$ cat src/rtl/slurm_reset_seq.sv
// Power-on/system reset sequencer: synchronised hold, then staggered per-domain release; re-sequences on soft request or watchdog timeout.
// Latency: re-sequence request sampled high drops all domains on the next edge; channel k releases HOLD_CYCLES + k*STAGGER_CYCLES after sync exit.
module slurm_reset_seq #(
    parameter int HOLD_CYCLES    = 1000,
    parameter int NUM_CHANNELS   = 2,
    parameter int STAGGER_CYCLES = 10,
    parameter int WDT_CYCLES     = 0
) (
    input  logic                    clk,
    input  logic                    RSTb,
    input  logic                    soft_rst_req,
    input  logic                    wdt_en,
    input  logic                    wdt_kick,
    output logic [NUM_CHANNELS-1:0] rst_out_b,
    output logic [1:0]              rst_cause,
    output logic                    busy
);

    localparam int MAX_HS  = (HOLD_CYCLES > STAGGER_CYCLES) ? HOLD_CYCLES : STAGGER_CYCLES;
    localparam int MAX_ALL = (MAX_HS > WDT_CYCLES) ? MAX_HS : WDT_CYCLES;
    localparam int CW      = $clog2(MAX_ALL + 1);
    localparam int IW      = (NUM_CHANNELS > 1) ? $clog2(NUM_CHANNELS) : 1;

    typedef enum logic [1:0] {
        S_HOLD    = 2'd0,
        S_STAGGER = 2'd1,
        S_RUN     = 2'd2
    } state_t;

    state_t                  state_q, state_d;
    logic [CW-1:0]           cnt_q, cnt_d;
    logic [IW-1:0]           idx_q, idx_d;
    logic [NUM_CHANNELS-1:0] rst_q, rst_d;
    logic [1:0]              cause_q, cause_d;
    logic                    busy_q, busy_d;
    logic                    sync_q1, sync_q2;
    logic                    timeout;

    always_ff @(posedge clk or negedge RSTb) begin
        if (!RSTb) begin
            sync_q1 <= 1'b0;
            sync_q2 <= 1'b0;
        end else begin
            sync_q1 <= 1'b1;
            sync_q2 <= sync_q1;
        end
    end

    generate
        if (WDT_CYCLES > 0) begin : g_wdt
            logic [CW-1:0] wdt_cnt_q;
            logic          wdt_run;

            // Soft request outranks a timeout in the same cycle, so it also gates the counter.
            assign wdt_run = sync_q2 && (state_q == S_RUN) && wdt_en && !soft_rst_req;
            assign timeout = wdt_run && !wdt_kick && (wdt_cnt_q == CW'(WDT_CYCLES - 1));

            always_ff @(posedge clk or negedge RSTb) begin
                if (!RSTb) begin
                    wdt_cnt_q <= '0;
                end else if (!wdt_run || wdt_kick || timeout) begin
                    wdt_cnt_q <= '0;
                end else begin
                    wdt_cnt_q <= wdt_cnt_q + 1'b1;
                end
            end
        end else begin : g_no_wdt
            logic unused_wdt;
            assign unused_wdt = wdt_en ^ wdt_kick;
            assign timeout    = 1'b0;
        end
    endgenerate

    always_comb begin
        state_d = state_q;
        cnt_d   = cnt_q;
        idx_d   = idx_q;
        rst_d   = rst_q;
        cause_d = cause_q;
        busy_d  = busy_q;
        if (soft_rst_req || timeout) begin
            state_d = S_HOLD;
            cnt_d   = '0;
            idx_d   = '0;
            rst_d   = '0;
            busy_d  = 1'b1;
            cause_d = soft_rst_req ? 2'b01 : 2'b10;
        end else begin
            case (state_q)
                S_HOLD: begin
                    if (cnt_q == CW'(HOLD_CYCLES - 1)) begin
                        rst_d[0] = 1'b1;
                        cnt_d    = '0;
                        if (NUM_CHANNELS == 1) begin
                            state_d = S_RUN;
                            busy_d  = 1'b0;
                        end else begin
                            state_d = S_STAGGER;
                            idx_d   = IW'(1);
                        end
                    end else begin
                        cnt_d = cnt_q + 1'b1;
                    end
                end
                S_STAGGER: begin
                    if (cnt_q == CW'(STAGGER_CYCLES - 1)) begin
                        for (int i = 0; i < NUM_CHANNELS; i++) begin
                            if (IW'(i) == idx_q) begin
                                rst_d[i] = 1'b1;
                            end
                        end
                        cnt_d = '0;
                        if (idx_q == IW'(NUM_CHANNELS - 1)) begin
                            state_d = S_RUN;
                            busy_d  = 1'b0;
                        end else begin
                            idx_d = idx_q + 1'b1;
                        end
                    end else begin
                        cnt_d = cnt_q + 1'b1;
                    end
                end
                S_RUN: begin
                    busy_d = 1'b0;
                end
                default: begin
                    state_d = S_HOLD;
                end
            endcase
        end
    end

    // Until the synchroniser reports release, the sequencer is pinned in its reset image.
    always_ff @(posedge clk or negedge RSTb) begin
        if (!RSTb) begin
            state_q <= S_HOLD;
            cnt_q   <= '0;
            idx_q   <= '0;
            rst_q   <= '0;
            cause_q <= 2'b00;
            busy_q  <= 1'b1;
        end else if (!sync_q2) begin
            state_q <= S_HOLD;
            cnt_q   <= '0;
            idx_q   <= '0;
            rst_q   <= '0;
            cause_q <= 2'b00;
            busy_q  <= 1'b1;
        end else begin
            state_q <= state_d;
            cnt_q   <= cnt_d;
            idx_q   <= idx_d;
            rst_q   <= rst_d;
            cause_q <= cause_d;
            busy_q  <= busy_d;
        end
    end

    assign rst_out_b = rst_q;
    assign rst_cause = cause_q;
    assign busy      = busy_q;

endmodule

$ cat config.mk
export PLATFORM = sky130hd
export DESIGN_NAME = slurm_reset_seq
export DESIGN_NICKNAME = d
export VERILOG_FILES = /design/src/rtl/slurm_reset_seq.sv
export SDC_FILE = /design/constraint.sdc
export NUM_CORES = 1
export LEC_CHECK = 0
export CAP_MARGIN = 40
export CORE_UTILIZATION = 50
export CTS_CLUSTER_SIZE = 16
export DETAILED_ROUTE_END_ITERATION = 8
export GPL_TIMING_DRIVEN = 0
export PLACE_DENSITY = 0.68
export SETUP_SLACK_MARGIN = 0.2
export SYNTH_ARGS = -nofsm -noshare
export SYNTH_HDL_FRONTEND = slang
export SYNTH_SLANG_ARGS = --single-unit
$ cat constraint.sdc
create_clock -name clk -period 2.08 [get_ports clk]
set_clock_uncertainty 0.15 [all_clocks]
set_input_delay 0.624 -clock clk [delete_from_list [all_inputs] [get_ports clk]]
set_output_delay 0.624 -clock clk [all_outputs]
set_load 0.005 [all_outputs]
## After elaboration in Yosys (flattened, before gate mapping)

Index checks and enable logic that the tools add are counted.
Widths: inputs -> output; s select.

| cells by class | value |
|---|---|
| eq/ne operators | 15 |
| muxes and demuxes | 31 |
| add/subtract/negate cells | 2 |
| reduce and logical (&&, ||, !) cells | 6 |

Operator list:

| operator | count |
|---|---|
| $mux 10 | 4 |
| $mux 2 | 10 |
| $pmux 10 s2 | 1 |
| $ne 4x4->1 const B | 4 |
| $mux 1 | 12 |
| $add 10x1->10 const B | 1 |
| $eq 10x10->1 const B | 1 |
| $eq 10x4->1 const B | 1 |
| $reduce_and 3->1 | 3 |
| $ne 4x2->1 const B | 2 |
| $reduce_and 4->1 | 2 |
| $ne 3x2->1 const B | 2 |
| $ne 3x3->1 const B | 2 |
| $pmux 1 s2 | 3 |
| $pmux 2 s3 | 1 |
| $eq 2x1->1 const B | 1 |
| $eq 2x2->1 const B | 1 |
| $logic_not 2->1 | 1 |
| $ne 2x2->1 const B | 1 |
| $add 1x1->1 const B | 1 |

| word-level totals | value |
|---|---|
| logic and storage cells | 63 |
| bits of input ports | 5 |
| register bits | 20 |

## Logic depth before layout (Yosys ltp)

| logic depth | value |
|---|---|
| depth in word-level cells | 6 |
| depth in mapped cells | 7 |
| depth with buffers taken out | 6 |

## Least setup slack after synthesis

Ideal clock, no wire load.

| path | value |
|---|---|
| kind | reg2reg |
| start | register state_q[1] |
| end | register rst_q[0], in the netlist rst_out_b[0] |
| path buffers | 1 |
| setup slack | 325 ps |
| arrival | 1482 ps |
| setup time | 123 ps |
| cell stages (with the launch flop) | 7 |
| clock period less this slack | 1755 ps |
| cell sequence | dfrtp_1 inv_1 ha_1 buf_4 nor4b_4 a21oi_1 o221a_2 |

| on the way | value |
|---|---|
| cells in the longest elaborated chain, start to end | 4 |
| elaborated cells on any way between the ends | 10 |
| those cells by class | 5 x eq/ne; 3 x mux; 2 x reduce/logical |

RTL lines:

| item | line | RTL |
|---|---|---|
| start: declaration | 30 | `state_t state_q, state_d;` |
| start signal: assignment | 150 | `state_q <= state_d;` |
| $eq 2x1->1 / $logic_not 2->1 (equally long branches) | 89 | `case (state_q)` |
| $pmux 1 s2 | 89 |  |
| $mux 2 | 81 | `if (soft_rst_req \|\| timeout) begin` |
| $mux 2 | 142 | `end else if (!sync_q2) begin` |
| end signal: assignment | 153 | `rst_q <= rst_d;` |
| end: declaration | 33 | `logic [NUM_CHANNELS-1:0] rst_q, rst_d;` |

Parallel ways exist; a longest one is shown, timed or not.
A chain may end at the register's enable or synchronous reset.

## Final worst setup path

| path | value |
|---|---|
| start | register state_q[0] |
| end | register cnt_q[3] |

| on the way | value |
|---|---|
| cells in the longest elaborated chain, start to end | 4 |
| elaborated cells on any way between the ends | 6 |
| those cells by class | 2 x eq/ne; 3 x mux; 1 x reduce/logical |

RTL lines:

| item | line | RTL |
|---|---|---|
| $eq 2x1->1 / $logic_not 2->1 (equally long branches) | 89 |  |
| $pmux 10 s2 | 89 |  |
| $mux 10 | 81 |  |
| $mux 10 | 142 |  |
| end signal: assignment | 151 | `cnt_q <= cnt_d;` |
| end: declaration | 31 | `logic [CW-1:0] cnt_q, cnt_d;` |

Parallel ways exist; a longest one is shown, timed or not.

==> metrics.txt <==
Worst-Skew Late Latency=0.31 ns; Hold Path Class=flip-flop to flip-flop; CTS tree=built; pwr dens=425 nW/um^2; CP bufs+invs=2; critical-path maximum fanout=5; peak supply drop=0.000399 V; Clock Pin Slew Worst Setup and Hold Paths=0.11 ns; storage element area=479 um^2; endpoints failing setup=0; critical path class=flip-flop to flip-flop; largest net degree at the start of global routing=12; Max-Cap Viols=0; CP startpoint=state_q[0]$_DFFE_PN0P_; number of buffers created by CTS=3; dpl hpwl=1770 um; Ports=10; syn_nets=128; CP Data Arrival Time=1.96 ns; IO Port Bufs=6; die area=2550 um^2; number of global-route vias before repair=883; CP Data Required Time=2.17 ns; cell area after synthesis=1180 um^2; Startpoint Class=flip-flop; core area=2210 um^2; Syn Inst Count=117; 1st-iter DRT viols=19; Yosys top cell by area=dfrtp_1; Multi-input gate area=708 um^2; area grow syn2layout=24.7%; synth unique cells=45; Final Power=0.623 mW; max-slew violations=0; number of nets in the layout=148; Ys Warns=0; Sink Count=19; Chip Width=50.5 um; Critical Path Sink Type=flip-flop; fin crit period=1.87 ns; CP max-delay cell=or3_2; Synth Register Bits=19; cell row count=17; ant diodes=0; Antenna Violating Nets Remaining=0; CTS H-Tree Depth=1; via count=963; first-pass GRT wire length=4190 um; ranking of synthesized cells by area=dfrtp_1 (38%), ha_1 (6.4%), a41oi_1 (4.5%); clk buf depth=2; antenna violations before repair=0; Initial Utilization=53.2%; total grt overflow=0; fraction of layout cells with a size suffix above 1=34.6%; DRT Pass-1 Iters=4; Final Hold Vio Count=0; Finished Core Util=66.3%; CP peak stage delay=0.46 ns; setup_tns=0 ns; period utilization=89.9%; RSZ-0062 raised after global routing=true; post-synthesis area per instance=10.1 um^2; Seq/Total Area, Yosys=40.5%; filler cell count in the final layout=183; GRT Util Overall=22.8%; reg-to-reg critical path startpoint=state_q[0]$_DFFE_PN0P_; Crit path max-delay family=simple AND/OR/NAND/NOR gates; outcome=finished, final reports clean; routed length per instance=15.8 um; drc violations=0; Max Clock Freq=535 MHz; drt total wl=2590 um; HP Start=sync_q1$_DFF_PN0_; GPL Wtd Cong=0.845; critical-path cell list=inv_1, ha_2, nor4b_4, buf_4, or3_2, o22ai_2; WHS=0.211 ns; Pleak=0.632 nW; Chip Height=50.5 um; root buf cell=clkbuf_4; DR vias/cell=5.87; top cell type's share of synthesized area=38.3%
## cells in the mapped netlist (all sizes together)
cell type	count
dfrtp	18
inv	11
nand2	9
a41oi	6
ha	6
nand3	6
o21ai	6
o22ai	5
nor2	4
a21oi	3
mux2i	3
nand2b	3
nand4	3
and3	2
buf	2
clkbuf	2
conb	2
nand4b	2
nor2b	2
nor4b	2
o221a	2
or3	2
a21boi	1
a31oi	1
and2	1
and2b	1
and3b	1
and4	1
and4b	1
dfstp	1
nor3	1
nor3b	1
nor4	1
o211a	1
o21a	1
o31ai	1
or2	1
or4	1
## stage by stage
stage	setup WS, ns	std cells	cell area (um^2)
after floorplan	0.325	117	1180
after global placement	-0.255	151	1270
after detailed placement	-0.294	152	1290
after CTS	0.203	159	1350
after global routing	0.138	164	1470
final	0.210	164	1470
## per-layer routing
layer | track usage, % | up-vias | wire [um]
met5 | 0 | - | 0
met2 | 36.4 | 15 | 1260
met4 | 11.1 | 0 | 40
met1 | 30.0 | 476 | 1230
li1 | - | 466 | -
met3 | 3.64 | 6 | 54
## report_power, final
part | internal [mW] | total [mW] | switching (mW)
clock | 0.0719 | 0.192 | 0.120
combinational | 0.0243 | 0.0517 | 0.0274
sequential | 0.375 | 0.379 | 0.00457
total | 0.471 | 0.623 | 0.152
## cell usage in the layout, fill, tap and decap left out, types with 2 or more instances in the layout
cell type | synthesis | layout
nand2b_1 | 3 | 3
inv_1 | 11 | 9
o221a_2 | 2 | 2
nand2_1 | 8 | 8
nor2_1 | 4 | 4
clkbuf_4 | 0 | 3
a41oi_1 | 6 | 4
dfrtp_2 | 0 | 2
a21oi_1 | 3 | 2
clkbuf_8 | 2 | 2
ha_4 | 0 | 2
inv_2 | 0 | 2
nand3_1 | 5 | 4
conb_1 | 2 | 2
buf_4 | 2 | 9
dlygate4sd2_1 | 0 | 4
a41oi_2 | 0 | 2
o21ai_0 | 6 | 3
o21ai_1 | 0 | 3
ha_2 | 0 | 2
mux2i_1 | 3 | 3
nor2b_1 | 2 | 2
o22ai_1 | 5 | 4
nand3_2 | 1 | 2
dfrtp_1 | 18 | 16
nor4b_4 | 1 | 2
ha_1 | 6 | 2
nand4_1 | 2 | 2
## registers in the layout, summed over array words and instances (netlist names)
register and count:
sync_q1 1, busy 1, idx_q 1, rst_cause 1
state_q 2, rst_out_b 2, sync_q2 1, cnt_q 10
## kinds of logic (layout without fill, tap and decap cells)
| kind of cell | after synthesis | after routing | synth area share [%] |
|---|---|---|---|
| and+or+nand+nor | 45 | 45 | 26.7 |
| DFF | 19 | 19 | 40.5 |
| AOI/OAI and AO/OA | 27 | 27 | 16.2 |
| adders and majority gates | 6 | 6 | 6.38 |
| other | 2 | 2 | 0.638 |
| muxes | 3 | 3 | 2.55 |
| buffers and inverters | 15 | 34 | 7.12 |
## layout make-up
type | instances | share of cell area, %
inverter | 11 | 2.81
clock inverter | 1 | 0.341
timing repair buffer | 15 | 8.87
sequential | 19 | 32.7
clock buffer | 3 | 1.53
buffer | 4 | 3.15
multi-input combinational | 83 | 48.3
tap | 28 | 2.39
## what timing repair did
action | CTS | global route
pin swaps | 3 | 6
endpoints found under the setup margin | 17 | 13
setup buffers | 3 | 5
hold buffers | 0 | 0
resized for setup | 11 | 18
## worst paths after layout
kind / depth (start not counted) / to / slack (ns)
max in group asynchronous: 2 / cnt_q[1]$_DFFE_PN0P_ / 0.87
setup / recovery: 6 / cnt_q[3]$_DFFE_PN0P_ / 0.21
hold reg to reg: 0 / sync_q2$_DFF_PN0_ / 0.21
min in group asynchronous: 1 / state_q[1]$_DFFE_PN0P_ / 0.47
setup reg to reg: 6 / cnt_q[3]$_DFFE_PN0P_ / 0.21
hold / removal: 0 / sync_q2$_DFF_PN0_ / 0.21
Note: power is estimated with default switching activity, not from simulation.
